==> config.mk <==
export PLATFORM = sky130hd
export DESIGN_NAME = mem_access
export DESIGN_NICKNAME = d
export VERILOG_FILES = /design/src/rtl/mem_access.sv
export SDC_FILE = /design/constraint.sdc
export NUM_CORES = 1
export LEC_CHECK = 0
export BUFFER_PORTS_ARGS = -buffer_cell sky130_fd_sc_hd__buf_4
export CORE_ASPECT_RATIO = 1.75
export CORE_MARGIN = 2
export CORE_UTILIZATION = 25
export DETAILED_ROUTE_END_ITERATION = 8
export SYNTH_ARGS = -nofsm -noshare
export SYNTH_HDL_FRONTEND = slang
export SYNTH_SLANG_ARGS = --single-unit
==> constraint.sdc <==
create_clock -name clk -period 5.3 [get_ports clk]
set_input_delay 0.795 -clock clk [delete_from_list [all_inputs] [get_ports clk]]
set_output_delay 0.795 -clock clk [all_outputs]
set_load 0.05 [all_outputs]
==> src/rtl/mem_access.sv <==
// MEM-stage load/store engine: serialises byte/half/word accesses onto an 8-bit RAM port
// and holds the pipeline until the write-back result is ready.
module mem_access #(
   parameter int unsigned MEM_ADDR_W = 32
) (
   input  logic                  clk,
   input  logic                  rst,
   input  logic                  mem_req_i,
   input  logic                  mem_we_i,
   input  logic [1:0]            mem_size_i,
   input  logic                  mem_sext_i,
   input  logic [31:0]           mem_addr_i,
   input  logic [31:0]           wdata_i,
   input  logic [4:0]            rd_i,
   input  logic                  wreg_i,
   input  logic [7:0]            mem_din_i,
   output logic [MEM_ADDR_W-1:0] mem_a_o,
   output logic [7:0]            mem_dout_o,
   output logic                  mem_wr_o,
   output logic [4:0]            rd_o,
   output logic                  wreg_o,
   output logic [31:0]           wdata_o,
   output logic                  stall_req_o
);

   typedef enum logic [1:0] {StIdle, StXfer, StLastRd, StDone} state_e;

   state_e                r_state;
   state_e                w_state_next;
   logic [MEM_ADDR_W-1:0] r_addr;
   logic [31:0]           r_data;
   logic [1:0]            r_size;
   logic                  r_sext;
   logic [4:0]            r_rd;
   logic                  r_wreg;
   logic                  r_we;
   logic [1:0]            r_k;
   logic [31:0]           r_result;

   logic [1:0]            w_last_k;
   logic [7:0]            w_byte;
   logic [31:0]           w_ext;
   logic [1:0]            w_prev_k;

   assign w_prev_k = r_k - 2'd1;

   always_comb begin
      unique case (r_size)
         2'b00:   w_last_k = 2'd0;
         2'b01:   w_last_k = 2'd1;
         default: w_last_k = 2'd3;
      endcase
   end

   always_comb begin
      unique case (r_k)
         2'd0:    w_byte = r_data[7:0];
         2'd1:    w_byte = r_data[15:8];
         2'd2:    w_byte = r_data[23:16];
         default: w_byte = r_data[31:24];
      endcase
   end

   always_comb begin
      unique case (r_size)
         2'b00:   w_ext = {{24{r_sext & r_result[7]}}, r_result[7:0]};
         2'b01:   w_ext = {{16{r_sext & r_result[15]}}, r_result[15:0]};
         default: w_ext = r_result;
      endcase
   end

   always_comb begin
      w_state_next = r_state;
      stall_req_o  = 1'b0;
      rd_o         = 5'd0;
      wreg_o       = 1'b0;
      wdata_o      = 32'd0;
      mem_a_o      = '0;
      mem_dout_o   = 8'd0;
      mem_wr_o     = 1'b0;
      unique case (r_state)
         StIdle: begin
            if (mem_req_i) begin
               stall_req_o  = 1'b1;
               w_state_next = StXfer;
            end else begin
               rd_o    = rd_i;
               wreg_o  = wreg_i;
               wdata_o = wdata_i;
            end
         end
         StXfer: begin
            stall_req_o = 1'b1;
            // Address arithmetic wraps naturally at the port width.
            mem_a_o     = r_addr + MEM_ADDR_W'(r_k);
            mem_wr_o    = r_we;
            mem_dout_o  = w_byte;
            if (r_k == w_last_k) begin
               w_state_next = r_we ? StDone : StLastRd;
            end
         end
         StLastRd: begin
            stall_req_o  = 1'b1;
            w_state_next = StDone;
         end
         StDone: begin
            rd_o = r_rd;
            if (!r_we) begin
               wreg_o  = r_wreg;
               wdata_o = w_ext;
            end
            w_state_next = StIdle;
         end
         default: w_state_next = StIdle;
      endcase
   end

   always_ff @(posedge clk or posedge rst) begin
      if (rst) begin
         r_state  <= StIdle;
         r_addr   <= '0;
         r_data   <= 32'd0;
         r_size   <= 2'd0;
         r_sext   <= 1'b0;
         r_rd     <= 5'd0;
         r_wreg   <= 1'b0;
         r_we     <= 1'b0;
         r_k      <= 2'd0;
         r_result <= 32'd0;
      end else begin
         r_state <= w_state_next;
         unique case (r_state)
            StIdle: begin
               if (mem_req_i) begin
                  r_addr   <= mem_addr_i[MEM_ADDR_W-1:0];
                  r_data   <= wdata_i;
                  r_size   <= mem_size_i;
                  r_sext   <= mem_sext_i;
                  r_rd     <= rd_i;
                  r_wreg   <= wreg_i;
                  r_we     <= mem_we_i;
                  r_k      <= 2'd0;
                  r_result <= 32'd0;
               end
            end
            StXfer: begin
               // RAM returns data one cycle late, so this cycle's byte belongs to index k-1.
               if (!r_we && (r_k != 2'd0)) begin
                  r_result[{w_prev_k, 3'b000} +: 8] <= mem_din_i;
               end
               if (r_k != w_last_k) begin
                  r_k <= r_k + 2'd1;
               end
            end
            StLastRd: r_result[{r_k, 3'b000} +: 8] <= mem_din_i;
            default: ;
         endcase
      end
   end

endmodule

# [Yosys cells after proc, flatten, opt, wreduce, memory -nomap -nowiden]
# Index checks and enable logic that the tools add are counted.
[totals] register_bits=110 output_inout_bits=80 wordCells=74
[classes] add_sub_neg=5 eq_ne=12 n_shift=4 muxes=28 n_bitwise=2 reduce_logical=13
[op_table] op="2-to-1 mux 32 bit" count=5
[op_table] op="case mux 32 bit (2 select lines)" count=2
[op_table] op="case mux 32 bit (3 select lines)" count=1
[op_table] op="bitwise mux 32 bit" count=2
[op_table] op="variable shift 8 x 7 -> 32 bit (first input constant)" count=2
[op_table] op="variable part select 8 x 7 -> 32 bit" count=2
[op_table] op="adder 32 x 2 -> 32 bit" count=1
[op_table] op="case mux 8 bit (3 select lines)" count=1
[op_table] op="negation 5 -> 7 bit" count=2
[op_table] op="case mux 5 bit (2 select lines)" count=1
[op_table] op="2-to-1 mux 2 bit" count=4
[op_table] op="2-to-1 mux 8 bit" count=1
[op_table] op="!= test 2 bit (second input constant)" count=4
[op_table] op="case mux 2 bit (2 select lines)" count=2
[op_table] op="case mux 2 bit (4 select lines)" count=1
[op_table] op="== test 2 x 1 -> 1 bit (second input constant)" count=3
[op_table] op="== test 2 bit (second input constant)" count=3
[op_table] op="logical NOT 2 bit" count=3
[op_table] op="AND reduction 3 bit" count=2
[op_table] op="2-to-1 mux 1 bit" count=5
[op_table] op="2-to-1 mux 5 bit" count=1
[op_table] op="case mux 1 bit (2 select lines)" count=2
[op_table] op="AND reduction 2 bit" count=2
[op_table] op="nonzero test 2 bit" count=2
[op_table] op="9 further kinds" count=10

# [Depth between registers and ports, before layout]
[logic_depth] depth_word=6 depth_mapped=10 depth_no_buf=6

# [Worst setup path after synthesis]
# No wires, ideal clock.
[synth_path] path_type="flip-flop to output port" start="register r_k[0]" end="output port mem_a_o[20]" t_arrival_ns=2.657 path_slack_ns=1.848 stages_incl_launch_ff=7 path_cell_list="dfrtp_1 > ha_1 > fa_1 > and4_1 > nand3_1 > or4_2 > a21oi_1"
[synth_between] elab_chain_len=2
[synth_lines] element="start: declaration" line="37" text="logic [1:0] r_k;"
[synth_lines] element="start signal: assignment" line="152" text="r_k <= r_k + 2'd1;"
[synth_lines] element="adder 32 x 2 -> 32 bit" line="95" text="mem_a_o = r_addr + MEM_ADDR_W'(r_k);"
[synth_lines] element="2-to-1 mux 32 bit" line="81" text="unique case (r_state)"
[synth_lines] element="end: declaration" line="17" text="output logic [MEM_ADDR_W-1:0] mem_a_o,"
# No other way between the ends.

# [Final worst setup path]
# Ends and elaborated chain as after synthesis.

==> flow_metrics.env <==
export IMPL_grt_busiest_layer="met2"
export IMPL_tightest_slew_ns=1.206
export IMPL_rsz0062_at_grt="false"
export IMPL_synth_ff_latch_count=110
export IMPL_yosys_warnings=0
export IMPL_crit_family="simple AND/OR/NAND/NOR gates"
export IMPL_grt_pass1_vias=6805
export IMPL_register_area_sq_um=2753
export IMPL_overflow=0
export IMPL_avgSynthCellArea_sq_um=8.838
export IMPL_dpl_worst_slack_ns=1.239
export IMPL_final_setup_viol_count=0
export IMPL_fillCellCount=2937
export IMPL_max_vdd_ir_drop_mv=0.2600
export IMPL_cts_hold_buf=0
export IMPL_multiInputGateArea_sq_um=3926
export IMPL_setup_slack_ns=0.7988
export IMPL_synth_area_mux_share=0.1237
export IMPL_dp_cells=1281
export IMPL_fin_crit_sh=0.8493
export IMPL_required_ns=4.51
export IMPL_p_int_mw=2.658
export IMPL_p_total_mw=5.490
export IMPL_status="finished clean"
export IMPL_final_util=0.3196
export IMPL_antenna_found_initial=0
export IMPL_hold_viol=0
export IMPL_crit_chain="ha_1 > fa_1 > and4_1 > nand3_1 > or4_2 > a21oi_1 > buf_4"
export IMPL_synth_simple_area_share=0.1493
export IMPL_io_pins=165
export IMPL_switching_share=0.5159
export IMPL_async_flop_share=1.000
export IMPL_yosys_area_top_type_share=0.3888
export IMPL_drtIter0Drc=631
export IMPL_portBuffers=164
export IMPL_final_nets=1019
export IMPL_critPathMaxFanout=22
export IMPL_skew_ns=0.01047
export IMPL_drcViolationCount=0
export IMPL_synth_distinct_cells=47
export IMPL_grt_max_degree=76
export IMPL_yosys_area_share_adder=0.02757
export IMPL_powerDensity_nw_per_um2=616.4
export IMPL_cp_num_buf_inv=1
export IMPL_cts_resized=0
export IMPL_core_sq_um=27870
export IMPL_r2r_cells=6
export IMPL_wire_per_inst_microns=20.00
export IMPL_synthToLayoutAreaGrowth_pct=25.80
export IMPL_clock_power_share=0.127
export IMPL_clock_path_buffers=2
export IMPL_cp_depth=7
export IMPL_dr_pass1_iters=8
export IMPL_drv_slew=0
export IMPL_path_clk_slew_ns=0.07
export IMPL_diodes=0
export IMPL_mappedNetlistNets=901
export IMPL_drive_above_1_share=0.3037
export IMPL_power_switching_mw=2.832
export IMPL_hold_path_class="primary input to async pin"
export IMPL_die_width_microns=131.2
export IMPL_path_class="flop to output pin"
export IMPL_gp_congestion=0.8783
export IMPL_grtUsageMet2=0.3234
export IMPL_cts_sinks=110
export IMPL_cts_tree="built"
export IMPL_synth_xor_xnor_area_share=0.01361
export IMPL_synthTopCellsByArea="dfrtp_1 39%, mux2_2 12%, a21oi_1 5.6%, o21ai_0 4.2%, nand2_1 4.1%"
export IMPL_vias=6692
export IMPL_p_leak_nw=3.620
export IMPL_synth_top_family_by_area="compound AO/OA/AOI/OAI gates"
export IMPL_synth_edf_count=0
export IMPL_htreeDepth=3
export IMPL_synth_most_common_cell="dfrtp_1"
export IMPL_met1_usage=0.1838
export IMPL_clk_latency_ns=0.36
export IMPL_grt_use_met3=0.02884
export IMPL_setup_tns_ns=0
export IMPL_yosysTopAreaCell="dfrtp_1"
export IMPL_syn_area_sq_um=7079
export IMPL_power_frac_comb=0.585
export IMPL_fin_crit_ns=4.501
export IMPL_maxSlewHeadroom=0.1857
export IMPL_ant_nets=0
export IMPL_vias_per_cell=5.168
export IMPL_grt_pass1_wl_microns=39680
export IMPL_initial_core_util=0.2540
export IMPL_row_count=81
export IMPL_cp_start_kind="flop"
export IMPL_wl_microns=25900
export IMPL_cts_setup_buffers=0
export IMPL_yosysSeqAreaShare=0.3888
export IMPL_synth_compound_area_frac=0.2390
export IMPL_slowest_stage="or4_2"
export IMPL_cp_end_kind="output pin"
export IMPL_track_usage=0.1724
export IMPL_layout_cells_non_filler=1295
export IMPL_synth_flop_cell="dfrtp_1"
export IMPL_arrival_ns=3.71
export IMPL_synthCells=801
export IMPL_synth_top_cells_by_count="110 x dfrtp_1, 79 x a21oi_1, 78 x nand2_1, 76 x mux2_2, 62 x clkbuf_1"
export IMPL_die_h_microns=226.6
export IMPL_die_area_sq_um=29730
export IMPL_fmax_mhz=222.2
export IMPL_hpwl_microns=19900
export IMPL_cts_buffers=9
export IMPL_cts_root_buf="clkbuf_16"
export IMPL_cap_violations=0
export IMPL_critPathMaxStageDelay_ns=0.80
export IMPL_p_seq_frac=0.288
==> worst reg2reg max path: cells and delay by family, from the launching register on <==
| family | cells | cell delay [ns] |
|---|---|---|
| fa+ha+maj | 1 | 0.70 |
| simple gates | 1 | 0.76 |
| compound gates | 3 | 0.50 |
| buf+inv | 1 | 0.25 |
| flops | 1 | 0.64 |
==> flip-flops by register name (all words and copies together), names as in the netlist, 2 cells and up <==
signal,flops
r_rd,5
r_addr,32
r_state,2
r_data,32
r_size,2
r_result,32
r_k,2
==> layout by cell type (no fill, tap or decap), types with 11 or more instances in the layout <==
| master | netlist | routed |
|---|---|---|
| buf_4 | 0 | 175 |
| dfrtp_1 | 110 | 110 |
| a21oi_1 | 79 | 79 |
| nand2_1 | 78 | 77 |
| mux2_2 | 76 | 76 |
| o21ai_0 | 60 | 60 |
| nor2_1 | 52 | 52 |
| inv_1 | 39 | 38 |
| a22oi_1 | 35 | 35 |
| o22ai_1 | 24 | 24 |
| a22o_1 | 19 | 19 |
| nand4_1 | 16 | 16 |
| a211o_1 | 16 | 16 |
| ha_1 | 14 | 14 |
| nand2b_1 | 12 | 12 |
| or4_1 | 12 | 12 |
| o31ai_1 | 11 | 11 |
==> area by class of cell <==
| class | count | share of cell area |
|---|---|---|
| Clock buffer | 11 | 0.02838 |
| Clock inverter | 3 | 0.005058 |
| Inverter | 39 | 0.01672 |
| Multi-Input combinational cell | 584 | 0.4409 |
| Sequential cell | 110 | 0.3091 |
| Tap cell | 373 | 0.05240 |
| Timing Repair Buffer | 175 | 0.1475 |
==> per-layer routing <==
layer,part of all wire,vias up
li1,-,3147
met1,0.37,3265
met2,0.53,225
met3,0.047,55
met4,0.053,0
met5,0,-
==> power by group through the flow <==
stage | Sequential (mW) | Combinational (mW) | Clock, mW
6_report | 1.58 | 3.21 | 0.699
4_1_cts | 1.57 | 3.22 | 0.715
5_1_grt | 1.63 | 3.44 | 0.747
2_1_floorplan | 1.41 | 2.38 | 0
3_5_place_dp | 1.59 | 3.21 | 0
3_3_place_gp | 1.58 | 3.18 | 0
==> path summary, 6_finish.rpt <==
path | from | endpoint | slack [ns]
worst min register to register | r_result[31] | r_result[31] | 0.49
worst max register to register | r_k[0] | r_result[3] | 2.36
max in group asynchronous | rst | r_data[8] | 3.92
min in group clk | r_result[31] | r_result[31] | 0.49
worst min-delay path | rst | r_rd[0] | 0.46
worst max-delay path | r_k[0] | mem_a_o[20] | 0.80
==> per-stage QoR <==
step	hold slack, ns	instance area [sq um]
6_report	0.4626	8906
5_1_grt	0.5032	8906
4_1_cts	0.4850	8906
3_5_place_dp	0.4725	8608
3_3_place_gp	0.4621	8608
2_1_floorplan	0.4498	7079
==> cell families (layout without fill, tap and decap cells) <==
family | after synthesis | count (layout)
AOI/OAI and AO/OA | 266 | 266
and+or+nand+nor | 214 | 214
adders and majority gates | 15 | 15
muxes | 78 | 78
DFF | 110 | 110
buffers and inverters | 107 | 228
xor gates and xnor gates | 11 | 11
Power figures use the tool's default switching activity.
